## src/rtl/tinyqv_time_pkg.sv

```systemverilog
// Shared time-domain definitions for the tinyqv timer and alarm scheduler:
// command op-codes, the expiry window and the wrap-tolerant deadline test.
package tinyqv_time_pkg;

  localparam int unsigned TIME_W     = 32;
  localparam int unsigned OP_W       = 2;
  localparam int unsigned WINDOW_MSB = 30;

  localparam logic [OP_W-1:0] OP_ARM        = 2'd0;
  localparam logic [OP_W-1:0] OP_DISARM     = 2'd1;
  localparam logic [OP_W-1:0] OP_SET_PERIOD = 2'd2;
  localparam logic [OP_W-1:0] OP_ACK        = 2'd3;

  typedef struct packed {
    logic [OP_W-1:0]   op;
    logic [TIME_W-1:0] data;
  } alarm_cmd_t;

  // Deadline counts as reached while now lies in [deadline, deadline + 2^WINDOW_MSB)
  function automatic logic time_reached(input logic [TIME_W-1:0] now,
                                        input logic [TIME_W-1:0] deadline);
    logic [TIME_W-1:0] diff;
    diff = now - deadline;
    return diff[TIME_W-1:WINDOW_MSB] == '0;
  endfunction

endpackage

```

## src/rtl/tinyqv_alarm_slot.sv

```systemverilog
// One alarm slot: deadline, armed/pending flags and (with ALARM_PERIODIC_EN)
// a reload period. Resolves a scan fire against a same-edge command.
module tinyqv_alarm_slot
  import tinyqv_time_pkg::*;
(
  input  logic              clk,
  input  logic              rst,
  input  logic              cmd_valid,
  input  alarm_cmd_t        cmd,
  input  logic              fire,
  output logic [TIME_W-1:0] deadline,
  output logic              armed,
  output logic              pending
);

  logic [TIME_W-1:0] deadline_d;
  logic              armed_d;
  logic              pending_d;
  logic              cmd_arm_c;
  logic              cmd_disarm_c;
  logic              cmd_ack_c;
  logic              fire_ok_c;

`ifdef ALARM_PERIODIC_EN
  logic [TIME_W-1:0] period;
  logic [TIME_W-1:0] period_d;
  logic              cmd_set_period_c;
`endif

  always_comb begin
    deadline_d   = deadline;
    armed_d      = armed;
    pending_d    = pending;
    cmd_arm_c    = cmd_valid && (cmd.op == OP_ARM);
    cmd_disarm_c = cmd_valid && (cmd.op == OP_DISARM);
    cmd_ack_c    = cmd_valid && (cmd.op == OP_ACK);
    // ARM and DISARM override a fire landing on the same edge
    fire_ok_c    = fire && !cmd_arm_c && !cmd_disarm_c;
`ifdef ALARM_PERIODIC_EN
    period_d         = period;
    cmd_set_period_c = cmd_valid && (cmd.op == OP_SET_PERIOD);
`endif

    if (fire_ok_c) begin
      pending_d = 1'b1;
`ifdef ALARM_PERIODIC_EN
      if (period != '0) begin
        deadline_d = deadline + period;
      end else begin
        armed_d = 1'b0;
      end
`else
      armed_d = 1'b0;
`endif
    end

    if (cmd_arm_c) begin
      deadline_d = cmd.data;
      armed_d    = 1'b1;
      pending_d  = 1'b0;
    end

    if (cmd_disarm_c) begin
      armed_d = 1'b0;
    end

    // A fire on the acknowledge edge keeps the new event visible
    if (cmd_ack_c && !fire_ok_c) begin
      pending_d = 1'b0;
    end

`ifdef ALARM_PERIODIC_EN
    if (cmd_set_period_c) begin
      period_d = cmd.data;
    end
`endif
  end

  always_ff @(posedge clk) begin
    if (rst) begin
      deadline <= '0;
      armed    <= 1'b0;
      pending  <= 1'b0;
`ifdef ALARM_PERIODIC_EN
      period   <= '0;
`endif
    end else begin
      deadline <= deadline_d;
      armed    <= armed_d;
      pending  <= pending_d;
`ifdef ALARM_PERIODIC_EN
      period   <= period_d;
`endif
    end
  end

endmodule

```

## src/rtl/tinyqv_alarm_sched.sv

```systemverilog
// Alarm scheduler: NUM_ALARMS slots share one wrap-tolerant deadline comparator
// visited round-robin against mtime. Optional feature macro: ALARM_PERIODIC_EN.
module tinyqv_alarm_sched
  import tinyqv_time_pkg::*;
#(
  parameter int unsigned NUM_ALARMS = 4,
  parameter int unsigned SLOT_W     = $clog2(NUM_ALARMS)
) (
  input  logic                  clk,
  input  logic                  rst,
  input  logic [TIME_W-1:0]     mtime,
  input  logic                  cfg_valid,
  input  logic [OP_W-1:0]       cfg_op,
  input  logic [SLOT_W-1:0]     cfg_slot,
  input  logic [TIME_W-1:0]     cfg_data,
  input  logic [SLOT_W-1:0]     rd_slot,
  output logic [TIME_W-1:0]     rd_data,
  output logic [NUM_ALARMS-1:0] armed,
  output logic [NUM_ALARMS-1:0] pending,
  output logic                  irq
);

  logic [SLOT_W-1:0]     scan_idx;
  logic [TIME_W-1:0]     deadline [NUM_ALARMS];
  logic                  expired_c;
  logic [NUM_ALARMS-1:0] fire_c;
  alarm_cmd_t            cmd_c;

  assign cmd_c     = '{op: cfg_op, data: cfg_data};
  assign expired_c = time_reached(mtime, deadline[scan_idx]);
  assign rd_data   = deadline[rd_slot];

  for (genvar i = 0; i < int'(NUM_ALARMS); i++) begin : g_slot
    logic sel_c;
    assign sel_c     = cfg_valid && (cfg_slot == SLOT_W'(i));
    assign fire_c[i] = expired_c && armed[i] && (scan_idx == SLOT_W'(i));

    tinyqv_alarm_slot u_slot (
      .clk      (clk),
      .rst      (rst),
      .cmd_valid(sel_c),
      .cmd      (cmd_c),
      .fire     (fire_c[i]),
      .deadline (deadline[i]),
      .armed    (armed[i]),
      .pending  (pending[i])
    );
  end

  // Round-robin scan pointer wraps naturally for a power-of-two slot count
  always_ff @(posedge clk) begin
    if (rst) begin
      scan_idx <= '0;
      irq      <= 1'b0;
    end else begin
      scan_idx <= scan_idx + SLOT_W'(1);
      irq      <= |pending;
    end
  end

endmodule

```

## config.mk

```make
export PLATFORM = sky130hd
export DESIGN_NAME = tinyqv_alarm_sched
export DESIGN_NICKNAME = d
export VERILOG_FILES = /design/src/rtl/tinyqv_time_pkg.sv /design/src/rtl/tinyqv_alarm_slot.sv /design/src/rtl/tinyqv_alarm_sched.sv
export SDC_FILE = /design/constraint.sdc
export NUM_CORES = 1
export LEC_CHECK = 0
export ABC_AREA = 1
export CORE_AREA = 2 2 178 180
export CTS_BUF_LIST = sky130_fd_sc_hd__clkbuf_4 sky130_fd_sc_hd__clkbuf_8 sky130_fd_sc_hd__clkbuf_16
export CTS_CLUSTER_SIZE = 24
export DETAILED_ROUTE_END_ITERATION = 12
export DIE_AREA = 0 0 180 182
export GPL_ROUTABILITY_DRIVEN = 0
export PLACE_DENSITY_LB_ADDON = 0.3
export SLEW_MARGIN = 10
export SYNTH_ARGS = -nofsm -noshare
export SYNTH_HDL_FRONTEND = slang
export SYNTH_HIERARCHICAL = 1
export SYNTH_SLANG_ARGS = --single-unit
```

## constraint.sdc

```tcl
create_clock -name clk -period 3.5 [get_ports clk]
set_input_delay 0.7 -clock clk [delete_from_list [all_inputs] [get_ports clk]]
set_output_delay 0.7 -clock clk [all_outputs]
set_load 0.01 [all_outputs]
```

==> impl_results.md, run 1 <==
- Type of origin of the critical path: primary input
- Largest family of logic cells by synthesized area: simple AND/OR/NAND/NOR gates
- Non-filler cells, final: between 1,500 and 2,000
- H-tree depth: 4
- Synth Instances: 1,457
- Adder-Cell Fraction of Synth Area: under 10%
- Yosys top cell by area: dfxtp_1
- Worst EP arrival: 2.53 ns
- CP Cell Sequence: clkdlybuf4s50_1, buf_4, o21ai_0, o22ai_1, clkdlybuf4s50_1
- CTS sink count: 139
- Worst setup margin: 0.273 ns
- Tot GR Track Use: 18.8%
- Top cell type's share of synthesized area: 30.6%
- Sequential share of the synthesized area: 30.6%
- Required @ worst endpoint: roughly 2.8 ns
- Top_reg_cell synth: dfxtp_1
- CP top delay family: buffers and inverters
- Post-route DRC violation count: 0
- Most frequent CP cell: clkdlybuf4s50_1
- Post-DP HPWL: approximately 20 mm
- Post_cts resized: 0
- Vias: around 9,700
- FF+latch count, synth: 139
- Grt total ovfl: 0
- Cell Area, Synth: 0.00909 mm^2
- Area grow syn2layout: 22.9%
- Max Cap Violations: 0
- Slowest cell on crit path: clkdlybuf4s50_1
- Wirelength per Cell: 16.1 um
- Setup tns final: 0 ns
- Final Net Count: between 1,500 and 2,000
- Xor and xnor area share after synthesis: less than 1%
- Cell count after placement: around 1,900
- IR drop worst, VDD: 0.000346 V
- Rel. slew slack: 38.1%
- Netlist cell types: 30
- CTS Hold Buffers Added: 0
- Status: complete, no violations
- Post-CTS setup buffer count: 0
- Vias in the first global route: around 9,000
- Die height: 182 um
- Unrepaired setup endpoints after global routing: false
- FILL cells: 3,288
- Asr flop ratio synth: 0%
- DR pass1 iterations: 6
- Minimum clock period: 3.23 ns
- Root Driver: clkbuf_16
- I/O Buffers: 113
- Reg clk slew, reported paths: 0.06 ns
- Post-synth EDFFs: 0
- Critical path type: primary input to output pin
- Worst Hold Class: flop to flop
- Crit Path Max Fanout: 18
- CTS tree: yes
- Leak: around 4.7 nW
- Syn_nets: 1,564
- DP Worst Slack: 0.275 ns
- N_diodes: 0
- Rows: 65
- First-pass GRT wire length: 49.0 mm
- Power density cells: 414 mW/mm^2
- Fin. Hold Viols: 0
- Simple-Gate Fraction of Synth Area: between 30% and 40%
- Crit end category: output pin
- Fraction of layout cells with a size suffix above 1: 5.37%
- Drt total wl: 31.1 mm
- Ys Warns: 6
- Clk_lat worst skew: 0.43 ns
- Final setup fails: 0
- Number of DRC markers in iteration 0: 814
- Die area: 0.0328 mm^2
- F_max: 310 MHz
- Die W: between 150 and 200 um
- Tot Pwr: 4.63 mW
- Crit path largest cell delay: 0.59 ns
- Core Region: 0.0310 mm^2
- Initial antenna violation count: 1
- Final Max Slew Viols: 0
- I/O Pins: 114
- Fin crit share: 92.2%
- Clock Tree Buf Depth: 2
- Pin count of the biggest net entering global routing: 68
- Final Skew: 0.00871 ns
- Multiplexer share of the synthesized area: 0%
- CP Buf/Inv Count: 3
- CTS buffer count: 17
- Compound-Gate Fraction of Synth Area: 20.2%
- Worst-margin pin slew: 0.923 ns
- Synth area leaders: dfxtp_1, nand2_1, a21oi_1
- Syn avg cell area: 6.24 um^2
- Antenna Nets Post-Route: 0
- Vias per cell: 5.02
- Starting density of the core: 29.3%
==> final timing paths <==
check / startpoint / end / slack (ns) / cells past startpoint
worst min register to register: g_slot[2].u_slot/pending / g_slot[2].u_slot/pending / 0.48 / 2
worst max-delay path: rd_slot[1] / rd_data[31] / 0.27 / 5
worst max register to register: scan_idx[0] / g_slot[0].u_slot/armed / 0.66 / 18
worst min-delay path: g_slot[2].u_slot/pending / g_slot[2].u_slot/pending / 0.48 / 2
==> synthesized netlist by cell type (17+ instances only) <==
cell type and number:
a21oi_1 185, a32o_1 31, buf_2 17, buf_6 21, clkbuf_1 49, dfxtp_1 139, ha_1 34, inv_1 165
nand2_1 304, nand3_1 143, nor2_1 212, o21ai_0 64, o22ai_1 31
==> tightest hold or removal path: cells and delay by family, from the launching register on <==
family,cells,cell delay (ns)
DFF,1,0.32
and+or+nand+nor,1,0.06
AOI/OAI and AO/OA,1,0.05
==> layout make-up <==
cell class              instances  area (um^2)  area share [%]
repair buffers                145         1530            13.7
clock buffers                  18          433            3.87
well taps                     402          503            4.50
inverters                     174          653            5.85
clock inverters                14          194            1.74
flip-flops and latches        139         2780            24.9
multi-input cells            1036         5080            45.4
==> layout by cell type (no fill, tap or decap) <==
cell             netlist  final
a21o_1                 2      2
inv_6                  0      2
clkbuf_4               0      1
inv_1                165    163
nand4_1                4      4
o21ai_1                1      1
nor2_1               212    212
bufinv_16              0      4
buf_4                  9     19
clkdlybuf4s50_1        0    112
nor4_1                 3      3
inv_2                  5      7
nor3_1                 6      2
a32o_1                31     31
clkinvlp_4             0      2
xnor2_1                1      1
o22ai_1               31     31
nand3_1              143    143
clkinv_2               0      3
clkbuf_16              0     17
buf_2                 17      1
o21bai_1               3      3
dfxtp_1              139    138
ha_1                  34     34
o211ai_1               2      2
buf_12                 0     13
clkinv_1               4      4
nor2_4                 0      4
nand2_1              304    304
clkinv_4               0      3
o21ai_0               64     64
a21boi_0               1      1
nand2_2                1      1
a21oi_1              185    185
nor3b_1                1      1
dfxtp_2                0      1
a211oi_1               3      3
nor3_2                 0      4
==> layer usage <==
layer	vias to the layer above	track usage, %	routed length (um)
met2	336	30.9	14200
li1	4865	-	-
met1	4423	24.6	14100
met4	2	7.02	772
met3	48	3.43	1930
met5	-	0	11
==> cells by family (layout without fill, tap and decap cells) <==
logic type / Yosys count / after routing
buf+inv: 282 / 351
flops: 139 / 139
compound gates: 323 / 323
fa+ha+maj: 34 / 34
xor+xnor: 1 / 1
simple gates: 678 / 678
==> registers in the layout, indices dropped and copies added (netlist names) <==
signal,flops
g_slot.u_slot/pending,4
g_slot.u_slot/armed,4
g_slot.u_slot/deadline,128
irq,1
scan_idx,2
==> power breakdown <==
| part | internal (mW) | switching (mW) | leakage (nW) |
|---|---|---|---|
| logic | 0.414 | 0.603 | 3.30 |
| clock network | 1.20 | 0.761 | 0.304 |
| registers | 1.62 | 0.0277 | 1.13 |
==> through the flow <==
step / util [%] / hold WS (ns) / instance area [um^2]
4_1_cts: 36.1 / 0.486 / 11200
3_3_place_gp: 34.0 / 0.466 / 10500
3_5_place_dp: 34.0 / 0.476 / 10500
5_1_grt: 36.1 / 0.504 / 11200
6_report: 36.1 / 0.480 / 11200
2_1_floorplan: - / 0.452 / 9090
No activity file was read; power rests on OpenSTA's default activity.
==> inputs of run 2 (changes only) <==
--- a/config.mk
+++ b/config.mk
@@ -12,6 +12,7 @@
 export DETAILED_ROUTE_END_ITERATION = 12
 export DIE_AREA = 0 0 180 182
 export GPL_ROUTABILITY_DRIVEN = 0
+export GPL_TIMING_DRIVEN = 1
 export PLACE_DENSITY_LB_ADDON = 0.3
 export SLEW_MARGIN = 10
 export SYNTH_ARGS = -nofsm -noshare
==> results of run 2 <==
Final layout, timing and power as in run 1 (identical DEF).
